$ cat src/rtl/pipe_hazard_ctrl_pkg.sv
// Shared types for the decode-stage hazard controller:
// FSM state codes, scoreboard entry layout and the NOP encoding.
package pipe_hazard_ctrl_pkg;

    typedef enum logic [1:0] {
        CTRL_RUN      = 2'd0,
        CTRL_FLUSH    = 2'd1,
        CTRL_MDU_WAIT = 2'd2,
        CTRL_BUS_HOLD = 2'd3
    } ctrl_state_e;

    localparam logic [31:0] NOP_INSN = 32'h0000_0013;

    typedef struct packed {
        logic [4:0] rd;
        logic [2:0] cnt;
    } sb_entry_t;

    function automatic logic reg_match(
        input logic       use_i,
        input logic [4:0] addr,
        input logic [4:0] rd
    );
        return use_i && (addr == rd) && (rd != 5'd0);
    endfunction

endpackage

$ cat src/rtl/pipe_hazard_ctrl_load_scoreboard.sv
// Single-entry load-use scoreboard: pending load rd plus a
// countdown of remaining stall cycles, and the ID source compare.
module load_scoreboard #(
    parameter int LOAD_LAT = 2
) (
    input  logic       clk,
    input  logic       rst,
    input  logic       set_i,
    input  logic [4:0] set_rd_i,
    input  logic       dec_en_i,
    input  logic       valid_i,
    input  logic [4:0] rs1_i,
    input  logic [4:0] rs2_i,
    input  logic       rs1_use_i,
    input  logic       rs2_use_i,
    output logic       hit_o
);
    import pipe_hazard_ctrl_pkg::*;

    sb_entry_t ent_q, ent_d;

    // The cycle the load leaves ID already counts toward LOAD_LAT.
    always_comb begin
        ent_d = ent_q;
        if (set_i) begin
            ent_d.rd  = set_rd_i;
            ent_d.cnt = 3'(LOAD_LAT - 1);
        end else if (dec_en_i && ent_q.cnt != 3'd0) begin
            ent_d.cnt = ent_q.cnt - 3'd1;
        end
    end

    always_ff @(posedge clk or negedge rst) begin
        if (!rst) ent_q <= '0;
        else      ent_q <= ent_d;
    end

    assign hit_o = valid_i && (ent_q.cnt != 3'd0) &&
                   (reg_match(rs1_use_i, rs1_i, ent_q.rd) ||
                    reg_match(rs2_use_i, rs2_i, ent_q.rd));

endmodule

$ cat src/rtl/pipe_hazard_ctrl.sv
// Decode-stage sequencing controller: stall/flush for pc_reg,
// if_id and id_ex from load-use, jumps, MUL/DIV and bus hold.
module pipe_hazard_ctrl #(
    parameter int LOAD_LAT     = 2,
    parameter int FLUSH_CYCLES = 1
) (
    input  logic        clk,
    input  logic        rst,
    input  logic        id_valid_i,
    input  logic [4:0]  id_rs1_addr_i,
    input  logic [4:0]  id_rs2_addr_i,
    input  logic        id_rs1_use_i,
    input  logic        id_rs2_use_i,
    input  logic [4:0]  id_rd_addr_i,
    input  logic        id_reg_wen_i,
    input  logic        id_is_load_i,
    input  logic        id_is_mdu_i,
    input  logic        ex_jump_en_i,
    input  logic [31:0] ex_jump_addr_i,
    input  logic        mdu_done_i,
    input  logic        bus_hold_req_i,
    output logic        bus_hold_ack_o,
    output logic        hold_pc_o,
    output logic        hold_if_id_o,
    output logic        flush_if_id_o,
    output logic        flush_id_ex_o,
    output logic        jump_en_o,
    output logic [31:0] jump_addr_o,
    output logic [1:0]  state_o
);
    import pipe_hazard_ctrl_pkg::*;

    ctrl_state_e state_q, state_d;
    logic [1:0]  fcnt_q, fcnt_d;
    logic        hit, run, jump, mdu_issue, ld_accept, sb_dec;

    assign run       = (state_q == CTRL_RUN);
    assign jump      = run && ex_jump_en_i;
    assign mdu_issue = run && id_valid_i && id_is_mdu_i && !hit;
    assign ld_accept = run && !jump && !hit && id_valid_i &&
                       id_is_load_i && id_reg_wen_i &&
                       (id_rd_addr_i != 5'd0);
    assign sb_dec    = run || (state_q == CTRL_FLUSH);

    load_scoreboard #(.LOAD_LAT(LOAD_LAT)) u_sb (
        .clk       (clk),
        .rst       (rst),
        .set_i     (ld_accept),
        .set_rd_i  (id_rd_addr_i),
        .dec_en_i  (sb_dec),
        .valid_i   (id_valid_i),
        .rs1_i     (id_rs1_addr_i),
        .rs2_i     (id_rs2_addr_i),
        .rs1_use_i (id_rs1_use_i),
        .rs2_use_i (id_rs2_use_i),
        .hit_o     (hit)
    );

    always_ff @(posedge clk or negedge rst) begin
        if (!rst) begin
            state_q <= CTRL_RUN;
            fcnt_q  <= 2'd0;
        end else begin
            state_q <= state_d;
            fcnt_q  <= fcnt_d;
        end
    end

    always_comb begin
        state_d = state_q;
        fcnt_d  = fcnt_q;
        unique case (state_q)
            CTRL_RUN: begin
                if (jump) begin
                    state_d = CTRL_FLUSH;
                    fcnt_d  = 2'(FLUSH_CYCLES - 1);
                end else if (mdu_issue) begin
                    state_d = CTRL_MDU_WAIT;
                end else if (bus_hold_req_i) begin
                    state_d = CTRL_BUS_HOLD;
                end
            end
            CTRL_FLUSH: begin
                if (fcnt_q == 2'd0) state_d = CTRL_RUN;
                else                fcnt_d  = fcnt_q - 2'd1;
            end
            CTRL_MDU_WAIT: begin
                if (mdu_done_i) state_d = CTRL_RUN;
            end
            CTRL_BUS_HOLD: begin
                if (!bus_hold_req_i) state_d = CTRL_RUN;
            end
        endcase
    end

    // Gated by reset so outputs drop at once, whatever the inputs do.
    always_comb begin
        bus_hold_ack_o = 1'b0;
        hold_pc_o      = 1'b0;
        hold_if_id_o   = 1'b0;
        flush_if_id_o  = 1'b0;
        flush_id_ex_o  = 1'b0;
        jump_en_o      = 1'b0;
        jump_addr_o    = 32'd0;
        if (rst) begin
            unique case (state_q)
                CTRL_RUN: begin
                    if (jump) begin
                        jump_en_o     = 1'b1;
                        jump_addr_o   = ex_jump_addr_i;
                        flush_if_id_o = 1'b1;
                        flush_id_ex_o = 1'b1;
                    end else if (hit) begin
                        hold_pc_o     = 1'b1;
                        hold_if_id_o  = 1'b1;
                        flush_id_ex_o = 1'b1;
                    end
                end
                CTRL_FLUSH: begin
                    flush_if_id_o = 1'b1;
                    flush_id_ex_o = 1'b1;
                end
                CTRL_MDU_WAIT: begin
                    hold_pc_o    = 1'b1;
                    hold_if_id_o = 1'b1;
                end
                CTRL_BUS_HOLD: begin
                    bus_hold_ack_o = 1'b1;
                    hold_pc_o      = 1'b1;
                    hold_if_id_o   = 1'b1;
                    flush_id_ex_o  = 1'b1;
                end
            endcase
        end
    end

    assign state_o = state_q;

endmodule

$ cat config.mk
export PLATFORM = sky130hd
export DESIGN_NAME = pipe_hazard_ctrl
export DESIGN_NICKNAME = d
export VERILOG_FILES = /design/src/rtl/pipe_hazard_ctrl_pkg.sv /design/src/rtl/pipe_hazard_ctrl_load_scoreboard.sv /design/src/rtl/pipe_hazard_ctrl.sv
export SDC_FILE = /design/constraint.sdc
export NUM_CORES = 1
export LEC_CHECK = 0
export BUFFER_PORTS_ARGS = -buffer_cell sky130_fd_sc_hd__clkbuf_2
export CAP_MARGIN = 25
export CORE_MARGIN = 4
export CORE_UTILIZATION = 40
export DETAILED_ROUTE_END_ITERATION = 12
export GPL_TIMING_DRIVEN = 0
export PLACE_DENSITY = 0.95
export SETUP_SLACK_MARGIN = 0.2
export SLEW_MARGIN = 20
export SYNTH_ARGS = -nofsm -noshare
export SYNTH_HDL_FRONTEND = slang
export SYNTH_SLANG_ARGS = --single-unit
$ cat constraint.sdc
create_clock -name clk -period 4.5 [get_ports clk]
set_clock_uncertainty 0.2 [all_clocks]
set_input_delay 0 -clock clk [delete_from_list [all_inputs] [get_ports clk]]
set_output_delay 0 -clock clk [all_outputs]
set_load 0.05 [all_outputs]
==> impl.org <==
** Status
- Result of the run :: completed

** Global routing
- The via count of the first global-routing pass was about 1,300.
- GR Util All Layers :: 21.12%
- Entering global routing, the biggest net connects 13 pins.
- First-pass GRT wire length :: 5.740 mm
- Number of antenna violations at the first check in global routing :: 0
- The total overflow left after global routing is 0.

** Setup path
- Worst reg-to-reg setup slack :: between 2 and 2.5 ns
- Crit path arrival time :: around 2.1 ns
- Setup CP Type :: flop to output pin
- Largest stage delay on the critical path :: around 0.4 ns
- Critical path data required time :: roughly 4.3 ns
- For this design, the slowest cell found on the critical path is dfrtp_1.
- The endpoint identified for the worst register-to-register timing path is state_o[1].
- Cell Chain, Critical Path :: clkbuf_1 -> inv_1 -> and4_1 -> clkbuf_1 -> and2_1 -> clkbuf_2
- R2r worst-path depth :: 6
- Reg2reg start :: u_sb.ent_q[7]
- Crit path to :: jump_addr_o[12]
- Counting buffers and inverters, the worst setup path is 6 cells deep.
- On the critical path the largest part of the delay comes from buffers and inverters.
- Element type at the critical path start :: flop
- Worst-path maximum fanout :: 10
- Tracing the worst setup path back leads to its startpoint at state_o[0].
- Buffers and inverters on the worst path :: 4
- Cell repeated most along the worst path :: clkbuf_1
- Setup crit end kind :: output pin

** Floorplanning
- Row cnt :: 18
- The die covers between 3000 and 4000 um^2.
- Top-level port count :: between 90 and 100
- The die is ~60 um tall.
- For this configuration, the core starts out at a cell density of 42.71%.
- Chip width :: 59.90 um
- The core region is ~2500 um^2.

** Clocking
- CTS clk-pin slew, worst paths :: approximately 0.08 ns
- In this run the number of H-tree levels came out at 1.
- The tree is rooted in a clkbuf_4.
- Resize count post-CTS :: 0
- Clock latency on the worst-skew pair :: approximately 0.28 ns
- Counting the buffers created by CTS gives 3.
- TritonCTS built the clock tree.
- Num Clock Sinks :: 12
- The longest clock path from root to sink contains 2 buffers.

** STA
- For the pin with the worst max-slew slack, the measured transition is between 0.5 and 0.6 ns.
- The final critical path takes up approximately half of the cycle.
- Setup violations remaining at the end of the flow were counted as 0.
- RSZ-0062 raised after global routing :: no
- For the final routed database, the setup TNS stands at 0 ns.
- Endpoints failing hold :: 0
- Clock period minus worst slack :: around 2.3 ns
- Measured against its own limit, the worst slew margin works out to about three fifths.
- Minimum hold slack :: 0.04977 ns
- Slew Limit Fails :: 0
- Highest achievable clock rate :: between 400 and 500 MHz

** Placement
- In this run, placement finished with an instance count of between 200 and 300.
- The count of buffers added on input and output ports is 97.
- Once detailed placement completed, the half-perimeter wirelength came to 3.041 mm.
- Placer congestion estimate :: around 0.72

** Routing
- For this run, design rule violations remaining after detail routing come to 0.
- Before antenna repair, the detailed router went through 5 iterations.
- Total routed wirelength :: 3.899 mm
- Via-to-Cell Ratio :: about 4.8
- In this run the remaining antenna-violating nets after routing total 0.
- Via count :: 1,321
- Post-detailed-route wirelength per cell :: 14.28 um
- The detailed router finished its first iteration with 76 violations.

** Synth
- After synthesis, the cell types taking the most area are dfrtp_1 28%, and2_1 19%, xnor2_1 8.9%.
- The number of nets handed over by synthesis was ~190.
- The synthesized design contains 12 register bits.
- Share of synthesized area occupied by flip-flops and latches :: 27.87%
- The synthesized design devotes to its leading area cell type around 28% of total area.
- The most used flip-flop cell after synthesis is dfrtp_1.
- Counting flops with an async set or reset pin after synthesis yields a share of 100.0%.
- Cell accounting for the most synthesized area :: dfrtp_1
- Dividing the synthesized area by the synthesized cell count gives 8.161 um^2.
- The mapped netlist covers between 1000 and 1500 um^2.
- Synthesis instantiated 31 different standard cells from the library.
- During synthesis, Yosys emitted a total of 0 warnings.
- Number of instances in the synthesized netlist :: about 130
- Counting flops with a built-in enable in the synthesized netlist gives 0.

** Power
- Worst ir drop on vdd :: roughly 0.00044 V
- For this design the static power due to leakage is 0.9595 nW.
- Dividing total power by cell area gives a power density of about 510 nW/um^2.
- Overall power of the completed layout :: 881.2 uW

** Finish
- The finished layout holds 273 standard cells, fillers aside.
- Area growth from synthesis to final layout :: 60.86%
- 0 antenna diodes ended up in the layout.
- Filler cell count in the final layout :: about 230
- In the final layout, the share of cells above drive strength 1 is between 40 and 50%.
- Multi-input combinational cell area :: around 710 um^2
- Area of all sequential standard cells :: around 300 um^2
- Final net count :: 306

** Hold path
- Worst Hold Class :: input pin to flop

** Flow run
- Across the run, the number of max-cap violations was 0.
## kinds of logic after synthesis
family                   synth area share [%]
AO/OA/AOI/OAI                           14.29
XOR/XNOR                                8.943
adder cells (fa/ha/maj)                 3.485
buffers and inverters                   5.924
flip-flops                              27.87
multiplexers                            6.968
AND/OR/NAND/NOR                         32.52
## worst min-delay path: stages
cell and delay, ns:
clkbuf_2 0.17, nor2_1 0.11, o21ai_0 0.14, o21ai_0 0.07
## state kept, by name, summed over array words and instances (netlist names)
name / count
u_sb.ent_q: 8
fcnt_q: 2
state_o: 2
## metal layers
metal,GRT usage (%),up-vias,routed length (um)
li1,-,673,-
met5,0,-,0
met1,26.31,592,1558
met4,4.747,0,51
met2,37.35,49,2043
met3,3.888,7,246
## power by group
part / switching [mW] / leakage [nW] / total, mW / internal [mW]
clock network: 0.0374 / 0.0138 / 0.0685 / 0.0311
logic: 0.365 / 0.798 / 0.596 / 0.231
registers: 0.0572 / 0.148 / 0.217 / 0.160
## synthesized netlist by cell type, types with 2 or more instances
cell      count
a21oi_1       8
and2_1       33
clkbuf_1      5
dfrtp_1      12
ha_1          3
inv_1         7
mux2_4        5
nand2_1      10
nand3_1       2
nand4_1       2
nor2_1        5
nor3_1        4
o21ai_0       8
xnor2_1      11
## stage by stage
| stage | instance area [um^2] | setup WS (ns) | util, % |
|---|---|---|---|
| floorplan | 1077 | 1.681 | - |
| finish | 1733 | 2.169 | 68.70 |
| global placement | 1600 | 2.531 | 63.44 |
| detailed placement | 1600 | 2.493 | 63.44 |
| global route | 1733 | 1.976 | 68.70 |
| CTS | 1733 | 2.184 | 68.70 |
## worst min-delay path by stage
stage          slack [ns]       endpoint         start  depth (start not counted)
3_5_place_dp        -0.26  u_sb.ent_q[0]           rst                          1
3_3_place_gp        -0.27  u_sb.ent_q[0]           rst                          1
4_1_cts              0.03      fcnt_q[1]  ex_jump_en_i                          4
6_report             0.05      fcnt_q[1]  ex_jump_en_i                          4
5_1_grt              0.09  u_sb.ent_q[0]  ex_jump_en_i                          4
2_1_floorplan       -0.50      fcnt_q[0]           rst                          0
## cell usage in the layout, fill, tap and decap left out, types with 4 or more instances in the layout
cell / instances
clkbuf_2: 97
and2_1: 33
dfrtp_1: 12
xnor2_1: 11
dlygate4sd3_1: 11
nand2_1: 10
a21oi_1: 8
o21ai_0: 8
inv_1: 7
clkbuf_1: 5
nor2_1: 5
mux2_4: 5
nor3_1: 4
## layout make-up
type	count	share of cell area (%)
well taps	30	2.166
clock buffers	3	1.300
inverters	7	1.516
flip-flops and latches	12	17.33
multi-input cells	106	41.16
repair buffers	108	34.37
plain buffers	7	2.166
## timing repair
item,CTS,global route
hold buffers,11,0
buffers inserted,0,0
endpoints found under the hold margin,19,0
Note: power is estimated with default switching activity, not from simulation.
